### config.mk
export PLATFORM = sky130hd
export DESIGN_NAME = mem_port_arbiter
export DESIGN_NICKNAME = d
export VERILOG_FILES = /design/src/rtl/mem_port_arbiter.sv
export SDC_FILE = /design/constraint.sdc
export NUM_CORES = 1
export LEC_CHECK = 0
export CAP_MARGIN = 0
export CORE_ASPECT_RATIO = 2
export CORE_MARGIN = 10
export CORE_UTILIZATION = 38
export CTS_BUF_LIST = sky130_fd_sc_hd__clkbuf_8
export DETAILED_ROUTE_END_ITERATION = 10
export GPL_TIMING_DRIVEN = 0
export PLACE_DENSITY = 0.75
export RECOVER_POWER = 100
export SLEW_MARGIN = 20
export SYNTH_ARGS = -nofsm -noshare
export SYNTH_HDL_FRONTEND = slang
export SYNTH_SLANG_ARGS = --single-unit
### constraint.sdc
create_clock -name clk_i -period 2.02 [get_ports clk_i]
set_input_delay 0.404 -clock clk_i [delete_from_list [all_inputs] [get_ports clk_i]]
set_output_delay 0.404 -clock clk_i [all_outputs]
set_load 0.05 [all_outputs]
### src/rtl/mem_port_arbiter.sv
// mem_port_arbiter
//   Shares one single-ported, fixed-latency memory between the instruction
//   fetch requester (IF, read-only) and the data requester (MEM stage,
//   read/write). One access is in flight at a time; data requests have
//   priority, but IF is granted after at most MAX_DATA_STREAK consecutive
//   data grants during which it was waiting.
//
// Ports
//   clk_i, rst_i                  clock (rising edge), async active-low reset
//   if_req_i, if_addr_i           IF read request (level, held until ack)
//   if_ack_o, if_rdata_o          IF completion pulse and read data (held)
//   if_stall_o                    if_req_i & ~if_ack_o
//   d_req_i, d_we_i, d_addr_i,    data request (level, held until ack),
//   d_wdata_i                     write flag, address, write data
//   d_ack_o, d_rdata_o            data completion pulse and read data
//                                 (updated on reads only)
//   d_stall_o                     d_req_i & ~d_ack_o
//   mem_en_o, mem_we_o,           memory enable (high LAT cycles), write
//   mem_addr_o, mem_wdata_o       enable, address and write data
//   mem_rdata_i                   memory read data, valid in last enable cycle

module mem_port_arbiter #(
    parameter int unsigned ADDR_W          = 32,
    parameter int unsigned DATA_W          = 32,
    parameter int unsigned LAT             = 2,
    parameter int unsigned MAX_DATA_STREAK = 4
) (
    input  logic              clk_i,
    input  logic              rst_i,

    input  logic              if_req_i,
    input  logic [ADDR_W-1:0] if_addr_i,
    output logic              if_ack_o,
    output logic [DATA_W-1:0] if_rdata_o,
    output logic              if_stall_o,

    input  logic              d_req_i,
    input  logic              d_we_i,
    input  logic [ADDR_W-1:0] d_addr_i,
    input  logic [DATA_W-1:0] d_wdata_i,
    output logic              d_ack_o,
    output logic [DATA_W-1:0] d_rdata_o,
    output logic              d_stall_o,

    output logic              mem_en_o,
    output logic              mem_we_o,
    output logic [ADDR_W-1:0] mem_addr_o,
    output logic [DATA_W-1:0] mem_wdata_o,
    input  logic [DATA_W-1:0] mem_rdata_i
);

    typedef enum logic [1:0] {
        IDLE,
        ACCESS,
        RESP
    } state_t;

    localparam logic [3:0] CNT_INIT   = 4'(LAT - 1);
    localparam logic [3:0] STREAK_MAX = 4'(MAX_DATA_STREAK);

    state_t     state;
    state_t     state_next;
    logic [3:0] cnt;
    logic [3:0] streak;
    logic       owner;      // 1: data requester, 0: IF
    logic       grant_d;
    logic       grant_if;

    assign if_stall_o = if_req_i & ~if_ack_o;
    assign d_stall_o  = d_req_i  & ~d_ack_o;

    always_comb begin
        state_next = state;
        grant_d    = 1'b0;
        grant_if   = 1'b0;
        case (state)
            IDLE: begin
                // IF only wins against a pending data request once the
                // data side has used up its streak allowance.
                if (d_req_i && (!if_req_i || (streak < STREAK_MAX))) begin
                    grant_d = 1'b1;
                end else if (if_req_i) begin
                    grant_if = 1'b1;
                end
                if (grant_d || grant_if) begin
                    state_next = ACCESS;
                end
            end
            ACCESS: begin
                if (cnt == '0) begin
                    state_next = RESP;
                end
            end
            RESP: begin
                state_next = IDLE;
            end
            default: begin
                state_next = IDLE;
            end
        endcase
    end

    always_ff @(posedge clk_i or negedge rst_i) begin
        if (!rst_i) begin
            state <= IDLE;
        end else begin
            state <= state_next;
        end
    end

    always_ff @(posedge clk_i or negedge rst_i) begin
        if (!rst_i) begin
            cnt         <= '0;
            streak      <= '0;
            owner       <= 1'b0;
            if_ack_o    <= 1'b0;
            if_rdata_o  <= '0;
            d_ack_o     <= 1'b0;
            d_rdata_o   <= '0;
            mem_en_o    <= 1'b0;
            mem_we_o    <= 1'b0;
            mem_addr_o  <= '0;
            mem_wdata_o <= '0;
        end else begin
            case (state)
                IDLE: begin
                    if (grant_d) begin
                        mem_en_o    <= 1'b1;
                        mem_we_o    <= d_we_i;
                        mem_addr_o  <= d_addr_i;
                        mem_wdata_o <= d_wdata_i;
                        owner       <= 1'b1;
                        cnt         <= CNT_INIT;
                        // Streak only counts data grants that made IF wait;
                        // bounded by STREAK_MAX so it cannot wrap.
                        streak      <= if_req_i ? streak + 4'd1 : '0;
                    end else if (grant_if) begin
                        mem_en_o    <= 1'b1;
                        mem_we_o    <= 1'b0;
                        mem_addr_o  <= if_addr_i;
                        owner       <= 1'b0;
                        cnt         <= CNT_INIT;
                        streak      <= '0;
                    end
                end
                ACCESS: begin
                    if (cnt != '0) begin
                        cnt <= cnt - 4'd1;
                    end else begin
                        mem_en_o <= 1'b0;
                        mem_we_o <= 1'b0;
                        if (owner) begin
                            d_ack_o <= 1'b1;
                            if (!mem_we_o) begin
                                d_rdata_o <= mem_rdata_i;
                            end
                        end else begin
                            if_ack_o   <= 1'b1;
                            if_rdata_o <= mem_rdata_i;
                        end
                    end
                end
                RESP: begin
                    if_ack_o <= 1'b0;
                    d_ack_o  <= 1'b0;
                end
                default: begin
                    if_ack_o <= 1'b0;
                    d_ack_o  <= 1'b0;
                end
            endcase
        end
    end

endmodule

==> out/metrics.json <==
{
  "status": {"value": "complete, no violations"},
  "final_period_utilization": {"value": 97.5, "unit": "%"},
  "finalWirelength": {"value": 19100, "unit": "um"},
  "detailedPlacementHpwl": {"value": 14900, "unit": "um"},
  "synth_top_cells_by_area": {"value": "dfrtp_1 62%, mux2_2 18%, o221a_2 6.3%"},
  "first_pass_grt_wire_length": {"value": 29400, "unit": "um"},
  "first_global_vias": {"value": 5009},
  "timing.clock.skew": {"value": 0.0128, "unit": "ns"},
  "place.port_buffers": {"value": 266},
  "timing.setup.tns": {"value": 0, "unit": "ns"},
  "ratio_of_cells_with_drive_above_1_in_the_final_layout": {"value": 27.6, "unit": "%"},
  "drtPass1Iterations": {"value": 4},
  "clock_latency": {"value": 0.44, "unit": "ns"},
  "nNetsFinal": {"value": 816},
  "count_of_unique_library_cells_instantiated_by_yosys": {"value": 34},
  "cp.arrival": {"value": 2.30, "unit": "ns"},
  "layout.filler_cells": {"value": 1259},
  "htree_levels": {"value": 4},
  "post-synth-top-area-fraction": {"value": 62.4, "unit": "%"},
  "critPathMaxFanout": {"value": 5},
  "max_freq": {"value": 508, "unit": "MHz"},
  "syn_avg_cell_area": {"value": 15.1, "unit": "sq um"},
  "worst_slew_margin_rel": {"value": 47.1, "unit": "%"},
  "critical_path.reg2reg.startpoint": {"value": "cnt[1]"},
  "cts_inserted_buffers": {"value": 17},
  "ff2ff_path_depth": {"value": 7},
  "whs": {"value": 0.472, "unit": "ns"},
  "ys_ff_latch": {"value": 143},
  "crit_path_start": {"value": "cnt[1]"},
  "cts.root.buffer_cell": {"value": "clkbuf_8"},
  "cellLeakagePower": {"value": 4.00, "unit": "nW"},
  "timing.critical_path.to_type": {"value": "flip-flop"},
  "globalplace.congestion": {"value": 0.781},
  "maxCapViolCount": {"value": 0},
  "post_synth_instance_area": {"value": 5730, "unit": "sq um"},
  "pre_cts_ws": {"value": -0.626, "unit": "ns"},
  "die_width": {"value": 107, "unit": "um"},
  "postSynth.asyncResetShare": {"value": 100, "unit": "%"},
  "cts_tree": {"value": "built"},
  "min_path_type": {"value": "in2async"},
  "final-max-slew-violation-count": {"value": 0},
  "synth_top_cell_by_area": {"value": "dfrtp_1"},
  "grtUsageTotal": {"value": 18.3, "unit": "%"},
  "synth_edf_count": {"value": 0},
  "antenna_violations_before_repair": {"value": 1},
  "starting_utilization_of_the_core_area": {"value": 38.7, "unit": "%"},
  "fin_cells": {"value": 889},
  "post_drt_wl_per_cell": {"value": 21.5, "unit": "um"},
  "clk_path_buf_depth": {"value": 2},
  "synth.yosys.warnings": {"value": 0},
  "ant_nets": {"value": 0},
  "path_clk_slew": {"value": 0.08, "unit": "ns"},
  "syn_to_final_growth": {"value": 58.4, "unit": "%"},
  "dieHeight": {"value": 194, "unit": "um"},
  "power.density_cell_area": {"value": 1960, "unit": "nW/um^2"},
  "largest_net_degree_at_the_start_of_global_routing": {"value": 88},
  "setup_viol_count_final": {"value": 0},
  "mapped_cells": {"value": 380},
  "core.rowCount": {"value": 63},
  "timing_hold_violations_final": {"value": 0},
  "first_iter_violations": {"value": 151},
  "postLayoutSetupSlackWorst": {"value": 0.0498, "unit": "ns"},
  "fp.dieArea": {"value": 20700, "unit": "sq um"},
  "tritoncts_sink_count": {"value": 143},
  "drcViolationCount": {"value": 0},
  "worstSetupStartpointType": {"value": "flip-flop"},
  "floorplan.io_pins": {"value": 267},
  "viasPerCell": {"value": 5.05},
  "grt_setup_unrepaired": {"value": "no"},
  "design.core.area": {"value": 14800, "unit": "sq um"},
  "synth_seq_area_share": {"value": 62.4, "unit": "%"},
  "globalRouteOverflowTotal": {"value": 0},
  "critical_path_data_required_time": {"value": 2.35, "unit": "ns"},
  "post_synth_top_flop": {"value": "dfrtp_1"},
  "final.min_clock_period": {"value": 1.97, "unit": "ns"},
  "post-place-cells": {"value": 842},
  "via_count_of_the_routed_design": {"value": 4487},
  "synth_nets": {"value": 516},
  "finalCoreUtilization": {"value": 61.3, "unit": "%"},
  "path_class": {"value": "reg2reg"},
  "worst_ir_drop_vdd": {"value": 0.925, "unit": "mV"},
  "worstMarginPinSlew": {"value": 0.793, "unit": "ns"}
}
==> per-stage QoR <==
step | cell area, sq um | total power [mW]
after global placement | 8640 | 16.0
final | 9080 | 17.8
after detailed placement | 8670 | 16.3
after global routing | 9080 | 18.7
after floorplan | 5730 | 12.3
after CTS | 9070 | 18.0
==> kinds of logic after synthesis <==
group,count (synthesis),share of synthesized area (%)
AO/OA/AOI/OAI,80,12.4
buffers and inverters,31,2.62
adder cells (fa/ha/maj),3,0.655
multiplexers,100,19.6
AND/OR/NAND/NOR,23,2.31
flip-flops,143,62.4
==> repair_timing <==
| action | in CTS | in global routing |
|---|---|---|
| resized for setup | 158 | 20 |
| cloned | 2 | 0 |
| setup buffers | 6 | 6 |
| pin swaps | 1 | 3 |
| endpoints found under the setup margin | 220 | 90 |
| hold buffers | 1 | 0 |
| hold endpoints to repair | 56 | 0 |
==> power by group <==
group / internal (mW) / leakage [nW] / switching (mW)
clock network: 1.25 / 0.208 / 1.11
registers: 4.29 / 1.66 / 0.737
logic: 3.42 / 2.13 / 7.02
total: 8.96 / 4.00 / 8.86
==> path summary, 6_finish.rpt <==
kind,end,slack (ns)
worst max-delay path,if_rdata_o[14],0.05
worst min-delay path,d_rdata_o[8],0.47
worst max register to register,if_rdata_o[14],0.05
worst min register to register,if_rdata_o[30],0.49
max in group asynchronous,if_rdata_o[16],0.43
min in group clk_i,if_rdata_o[30],0.49
==> layout by cell type (no fill, tap or decap), drive strengths merged, types with 2 or more instances in the layout <==
cell type,instances
dfrtp,143
dlygate4sd2,132
clkdlybuf4s50,131
mux2,98
clkbuf,38
o21bai,32
o221a,32
buf,21
inv,11
o21ai,6
nor2,6
clkinv,4
nand2,3
clkinvlp,3
bufinv,3
nor3,3
ha,3
nor2b,2
nand3,2
mux2i,2
o22ai,2
a22o,2
==> synth_stat cells, drive strengths merged, types with 2 or more instances <==
cell	instances
o21ai	6
o21bai	32
nand3	2
o221a	32
nor3	3
mux2	98
a22o	2
clkbuf	10
nor2	6
inv	7
ha	3
nor2b	2
dfrtp	143
buf	14
o22ai	2
nand2	3
mux2i	2
==> sequential cells by signal (all words and copies together) (netlist names) <==
name / flops
cnt: 4
d_ack_o: 1
d_rdata_o: 32
if_ack_o: 1
if_rdata_o: 32
mem_addr_o: 32
mem_en_o: 1
mem_wdata_o: 32
mem_we_o: 1
owner: 1
state: 2
streak: 4
==> worst max-delay path, stage by stage, from the launching register on <==
cell and delay (ns):
dfrtp_1 0.41, inv_2 0.08, ha_4 0.12, or3b_4 0.40
nor3_4 0.17, buf_6 0.17, buf_4 0.19, mux2_4 0.31
==> metal layers <==
metal / up-vias / global-route usage [%] / share of wire (%)
met5: - / 0 / 0
met4: 0 / 6.08 / 1.9
met3: 21 / 6.39 / 7.2
met2: 184 / 34.5 / 57
met1: 2263 / 17.4 / 34
li1: 2019 / - / -
==> final cells by class <==
type	count	area (sq um)	area share (%)
Buffer	23	123	1.35
Antenna cell	1	2.50	0.0276
Sequential cell	143	3580	39.4
Inverter	7	26.3	0.289
Clock buffer	18	248	2.73
Multi-Input combinational cell	206	2050	22.6
Tap cell	195	244	2.69
Timing Repair Buffer	282	2640	29.1
Clock inverter	14	165	1.82
Note: power is estimated with default switching activity, not from simulation.
